<file path="src/rtl/cv32e40p_apu_core_pkg.sv">
// Shared APU interface constants plus the arbiter's requester ID type and the
// response watchdog threshold.
//   APU_*_CPU              : operand/opcode/flag widths of the APU interface
//   APU_ARB_TIMEOUT_CYCLES : cycles without a response before timeout_o sets
//   apu_req_id_t           : identifies requester 0 or 1
package cv32e40p_apu_core_pkg;

    localparam int unsigned APU_NARGS_CPU    = 3;
    localparam int unsigned APU_WOP_CPU      = 6;
    localparam int unsigned APU_NDSFLAGS_CPU = 15;
    localparam int unsigned APU_NUSFLAGS_CPU = 5;

    localparam int unsigned APU_ARB_TIMEOUT_CYCLES = 255;

    typedef logic apu_req_id_t;

endpackage

</file>
<file path="src/rtl/cv32e40n_apu_arb_id_fifo.sv">
// In-order FIFO of requester IDs for outstanding APU transactions.
//   clk, rst  : clock, asynchronous active-high reset
//   push, id  : store id at the tail (caller must not push while full)
//   pop       : drop the head (ignored while empty)
//   full      : DEPTH entries outstanding
//   empty     : nothing outstanding
//   head      : ID of the oldest outstanding transaction
module cv32e40n_apu_arb_id_fifo
    import cv32e40p_apu_core_pkg::*;
#(
    parameter int unsigned DEPTH = 4
) (
    input  logic        clk,
    input  logic        rst,
    input  logic        push,
    input  apu_req_id_t id,
    input  logic        pop,
    output logic        full,
    output logic        empty,
    output apu_req_id_t head
);

    localparam int unsigned AW = $clog2(DEPTH);

    // Pointers carry one extra bit so full and empty can be told apart.
    logic [AW:0]       wr_ptr_q, rd_ptr_q;
    apu_req_id_t [DEPTH-1:0] mem_q;

    logic do_push, do_pop;

    assign empty   = (wr_ptr_q == rd_ptr_q);
    assign full    = (wr_ptr_q[AW] != rd_ptr_q[AW]) && (wr_ptr_q[AW-1:0] == rd_ptr_q[AW-1:0]);
    assign head    = mem_q[rd_ptr_q[AW-1:0]];
    assign do_push = push && !full;
    assign do_pop  = pop && !empty;

    always_ff @(posedge clk or posedge rst) begin
        if (rst) begin
            wr_ptr_q <= '0;
            rd_ptr_q <= '0;
            mem_q    <= '0;
        end else begin
            if (do_push) begin
                mem_q[wr_ptr_q[AW-1:0]] <= id;
                wr_ptr_q                <= wr_ptr_q + 1'b1;
            end
            if (do_pop) begin
                rd_ptr_q <= rd_ptr_q + 1'b1;
            end
        end
    end

endmodule

</file>
<file path="src/rtl/cv32e40n_apu_arbiter.sv">
// Round-robin arbiter sharing one APU between two requesters. Accepted
// requests record their owner in an in-order ID FIFO so each response is
// routed back to the requester that issued it.
//   clk_i, rst_i         : clock, asynchronous active-high reset
//   req_*_i / req_gnt_o  : per-requester request channel
//   req_rvalid_o         : per-requester response valid
//   req_result_o/flags_o : shared response data (passed through)
//   apu_*                : downstream APU request/response
//   spurious_o           : sticky, response arrived with nothing outstanding
//   timeout_o            : sticky response watchdog; only built when
//                          CV32E40N_APU_ARB_TIMEOUT_EN is defined, else tied 0
module cv32e40n_apu_arbiter
    import cv32e40p_apu_core_pkg::*;
#(
    parameter int unsigned FIFO_DEPTH = 4
) (
    input  logic                                   clk_i,
    input  logic                                   rst_i,
    input  logic [1:0][APU_NARGS_CPU-1:0][31:0]    req_operands_i,
    input  logic [1:0][APU_WOP_CPU-1:0]            req_op_i,
    input  logic [1:0][APU_NDSFLAGS_CPU-1:0]       req_flags_i,
    input  logic [1:0]                             req_req_i,
    output logic [1:0]                             req_gnt_o,
    output logic [1:0]                             req_rvalid_o,
    output logic [31:0]                            req_result_o,
    output logic [APU_NUSFLAGS_CPU-1:0]            req_flags_o,
    output logic [APU_NARGS_CPU-1:0][31:0]         apu_operands_o,
    output logic [APU_WOP_CPU-1:0]                 apu_op_o,
    output logic [APU_NDSFLAGS_CPU-1:0]            apu_flags_o,
    output logic                                   apu_req_o,
    input  logic                                   apu_gnt_i,
    input  logic                                   apu_rvalid_i,
    input  logic [31:0]                            apu_result_i,
    input  logic [APU_NUSFLAGS_CPU-1:0]            apu_flags_i,
    output logic                                   spurious_o,
    output logic                                   timeout_o
);

    apu_req_id_t last_q, winner, head;
    logic        full, empty, push, pop;
    logic        spurious_q;

    // On a tie the requester not granted last wins.
    assign winner = req_req_i[1] && (!req_req_i[0] || !last_q);

    assign apu_req_o = (|req_req_i) && !full && !rst_i;
    assign push      = apu_req_o && apu_gnt_i;
    assign pop       = apu_rvalid_i && !empty;

    always_comb begin
        req_gnt_o      = 2'b00;
        req_rvalid_o   = 2'b00;
        apu_operands_o = '0;
        apu_op_o       = '0;
        apu_flags_o    = '0;
        if (apu_req_o) begin
            apu_operands_o = req_operands_i[winner];
            apu_op_o       = req_op_i[winner];
            apu_flags_o    = req_flags_i[winner];
        end
        if (push) req_gnt_o[winner] = 1'b1;
        if (pop && !rst_i) req_rvalid_o[head] = 1'b1;
    end

    assign req_result_o = apu_result_i;
    assign req_flags_o  = apu_flags_i;

    cv32e40n_apu_arb_id_fifo #(
        .DEPTH (FIFO_DEPTH)
    ) u_id_fifo (
        .clk   (clk_i),
        .rst   (rst_i),
        .push  (push),
        .id    (winner),
        .pop   (pop),
        .full  (full),
        .empty (empty),
        .head  (head)
    );

    always_ff @(posedge clk_i or posedge rst_i) begin
        if (rst_i) begin
            last_q     <= 1'b1;
            spurious_q <= 1'b0;
        end else begin
            if (push) last_q <= winner;
            if (apu_rvalid_i && empty) spurious_q <= 1'b1;
        end
    end

    assign spurious_o = spurious_q;

`ifdef CV32E40N_APU_ARB_TIMEOUT_EN
    localparam int unsigned CNT_W = $clog2(APU_ARB_TIMEOUT_CYCLES + 1);
    localparam logic [CNT_W-1:0] CNT_MAX = CNT_W'(APU_ARB_TIMEOUT_CYCLES);

    logic [CNT_W-1:0] cnt_q, cnt_d;
    logic             timeout_q;

    always_comb begin
        cnt_d = cnt_q;
        if (empty || apu_rvalid_i) begin
            cnt_d = '0;
        end else if (cnt_q != CNT_MAX) begin
            cnt_d = cnt_q + 1'b1;
        end
    end

    always_ff @(posedge clk_i or posedge rst_i) begin
        if (rst_i) begin
            cnt_q     <= '0;
            timeout_q <= 1'b0;
        end else begin
            cnt_q <= cnt_d;
            if (cnt_d == CNT_MAX) timeout_q <= 1'b1;
        end
    end

    assign timeout_o = timeout_q;
`else
    assign timeout_o = 1'b0;
`endif

endmodule

</file>
<file path="config.mk">
export PLATFORM = sky130hd
export DESIGN_NAME = cv32e40n_apu_arbiter
export DESIGN_NICKNAME = d
export VERILOG_FILES = /design/src/rtl/cv32e40p_apu_core_pkg.sv /design/src/rtl/cv32e40n_apu_arb_id_fifo.sv /design/src/rtl/cv32e40n_apu_arbiter.sv
export SDC_FILE = /design/constraint.sdc
export NUM_CORES = 1
export LEC_CHECK = 0
export ABC_AREA = 1
export CAP_MARGIN = 40
export CORE_AREA = 2 2 170 172
export DETAILED_ROUTE_END_ITERATION = 12
export DIE_AREA = 0 0 172 174
export SLEW_MARGIN = 15
export SYNTH_ARGS = -nofsm -noshare
export SYNTH_HDL_FRONTEND = slang
export SYNTH_SLANG_ARGS = --single-unit
export TNS_END_PERCENT = 50
</file>
<file path="constraint.sdc">
create_clock -name clk_i -period 1.9 [get_ports clk_i]
set_clock_uncertainty 0.05 [all_clocks]
set_input_delay 0.57 -clock clk_i [delete_from_list [all_inputs] [get_ports clk_i]]
set_output_delay 0.57 -clock clk_i [all_outputs]
set_load 0.01 [all_outputs]
</file>
==> out/results.txt <==
Max Cap Violations: 0
First-pass GRT wire length: 31150 um
#FFs+latches synth: 12
Clock Latency Late Sink: 0.25 ns
Initial Util: 11.11%
Layout cells sized above 1: 52.34%
Final worst slack: -0.5222 ns
Aggregate global routing overflow: 0
Full die area: 29930 um2
DRT antenna net count: 0
Setup violators final: 122
Synth Area in Simple Gates: 35.81%
Hold Path Class: reg2reg
Post-CTS Hold Buffers: 0
Post-Syn Instances: 518
Slowest stage cell on the critical path: dfstp_2
CTS clk-pin slew, worst paths: 0.05 ns
Row count: 62
Compound-gate portion of the synthesized area: 31.38%
Adder-cell area share of the yosys netlist: 1.994%
Worst Path Required: 1.28 ns
First-pass DRT Iterations: 5
Async set-or-reset flop fraction in the synthesized netlist: 100.0%
H-tree Lvls: 1
Via count: 4990
RSZ-0062 raised after global routing: yes
Routed wire per std cell: 18.10 um
Most common library cells after synthesis: nand2_1, a21oi_2, buf_4, a21oi_1, clkbuf_1
Placed cells: 1222
Synth area leaders: nand2_1, a21oi_2, buf_4, dfrtp_1, buf_8
Sw Ratio: 43.85%
Design Area, Final: 8916 um2
Comb power frac: 85.0%
Critical path type: reg2out
Largest family of logic cells by synthesized area: simple AND/OR/NAND/NOR gates
Finished Layout Cells: 1301
FMAX: 0.4129 GHz
Syn_nets: 800
Fin crit share: 127.5%
Core box area: 28240 um2
Initial DRC Count: 147
CP arrival: 1.80 ns
Most common cell in the netlist: nand2_1
CP Max Fanout: 8
Area of the mapped netlist: 3138 um2
Placed inst area: 7073 um2
Clock share of power: 6.9%
IO Port Bufs: 362
Int Power: 3.569 mW
Power per cell area: 713.0 nW/um2
Critical Path End Type: primary output
P_sw: 2.788 mW
Largest net degree at the start of global routing: 26
TritonCTS clock tree: yes
Synthesis Warnings: 0
Slew Viols, Final: 0
Vias/cell: 3.836
Num CTS Buffers: 3
Pleak: 3.953 nW
Initial antenna violation count: 0
Hold_ws: 0.4387 ns
Total Wirelength: 23550 um
Clock Path Buffers: 2
Mux contribution to synthesized area: 0%
Slowest stage delay, CP: 0.55 ns
I/O Pins: 438
Root buffer cell: clkbuf_16
Setup TNS: -50.79 ns
Synth top area share: 31.70%
Syn avg cell area: 6.058 um2
Worst setup SP type: flip-flop
Crit-path cells: nand2_4 > nand2_8 > buf_8 > inv_16 > buf_12 > buf_16 > buf_12 > nand2_4 > a21oi_2 > buf_2
Register area share after synthesis: 9.609%
Final hold violation count: 0
N_diodes: 0
Net count, final: 1200
Die Ht: 174 um
Area delta synth->final: 184.1%
Primary FF master, synth: dfrtp_1
Status: complete, but fails checks
DRC: 0
Worst VDD drop: 564.6 uV
DP HPWL: 13310 um
Failing checks: negative setup slack
Die width: 172 um
Vias in the first global route: 4992
Reg power frac: 8.0%
# clock sinks: 12
Final RePlAce weighted congestion: 0.7664
Synth cell types: 30
Dominant cell type by area after synthesis: nand2_1
Pre-CTS WS: -1.232 ns
Final Critical Period: 2.422 ns
Total global-route track usage: 13.95%
Xor/xnor cell area share of the yosys netlist: 1.116%
Post-synth EDFFs: 0
## layout make-up
cell class	instances	area, um2
fill	2985	19320
timing repair buffer	472	5024
multi-input combinational	418	2962
tap	384	480.5
sequential	12	304.0
clock buffer	4	88.84
inverter	11	57.56
## power groups by stage
| stage | clock [mW] | combinational (mW) | sequential, mW |
|---|---|---|---|
| after global routing | 0.460 | 5.78 | 0.533 |
| final | 0.440 | 5.41 | 0.511 |
| after CTS | 0.446 | 5.04 | 0.487 |
| after detailed placement | 0 | 3.70 | 0.478 |
| after global placement | 0 | 3.69 | 0.475 |
| after floorplan | 0 | 1.98 | 0.475 |
## what timing repair did
item | CTS | global route
pin swaps | 29 | 32
gates cloned | 28 | 3
endpoints found under the setup margin | 124 | 122
setup buffers | 33 | 16
resized for setup | 663 | 115
## metrics by stage
stage                     util, %  power, mW
after detailed placement    25.05      4.178
after global placement      25.05      4.163
final                       31.58      6.357
after CTS                   29.65      5.970
after floorplan                 -      2.455
after global routing        31.58      6.779
## path summary, 6_finish.rpt
kind                            start                  to  slack [ns]  depth (start not counted)
max reg2reg                    last_q              last_q        0.25                          9
min in group asynchronous       rst_i          spurious_o        0.52                          4
max                            last_q  apu_operands_o[38]       -0.52                         10
max in group asynchronous       rst_i              last_q        1.06                          4
min reg2reg                spurious_o          spurious_o        0.44                          1
min                        spurious_o          spurious_o        0.44                          1
## metal layers
metal,vias to the layer above,global-route usage (%),share of wire [%]
met5,-,0,0
met1,2307,18.00,42
met2,230,24.82,49
li1,2431,-,-
met3,22,1.981,7.3
met4,0,2.276,1.5
## kinds of logic after synthesis
| logic type | Yosys count |
|---|---|
| other cells | 1 |
| xor+xnor | 4 |
| simple gates | 286 |
| compound gates | 122 |
| buf+inv | 88 |
| flops | 12 |
| fa+ha+maj | 5 |
## cells in the final DEF (no fill, tap or decap), drive strengths merged
cell type,n
o21ai,3
dfstp,1
clkdlybuf4s15,5
ha,5
buf,227
conb,1
xnor2,2
clkbuf,7
nand3,7
nor3,1
dfrtp,11
a21oi,118
nor3b,1
nor2,6
nand4,5
o21bai,1
clkdlybuf4s50,236
nand2,266
inv,11
xor2,2
dlygate4sd2,1
## critical path: cells and delay by family, from the launching register on
family                 cells  cell delay, ns
buffers and inverters      6            0.72
AO/OA/AOI/OAI              1            0.05
flip-flops                 1            0.55
AND/OR/NAND/NOR            3            0.21
## flip-flops by register name (all words and copies together), names as in the netlist
register and flops:
spurious_o 1, u_id_fifo.mem_q 4, last_q 1, u_id_fifo.rd_ptr_q 3, u_id_fifo.wr_ptr_q 3
No activity file was read; power rests on OpenSTA's default activity.
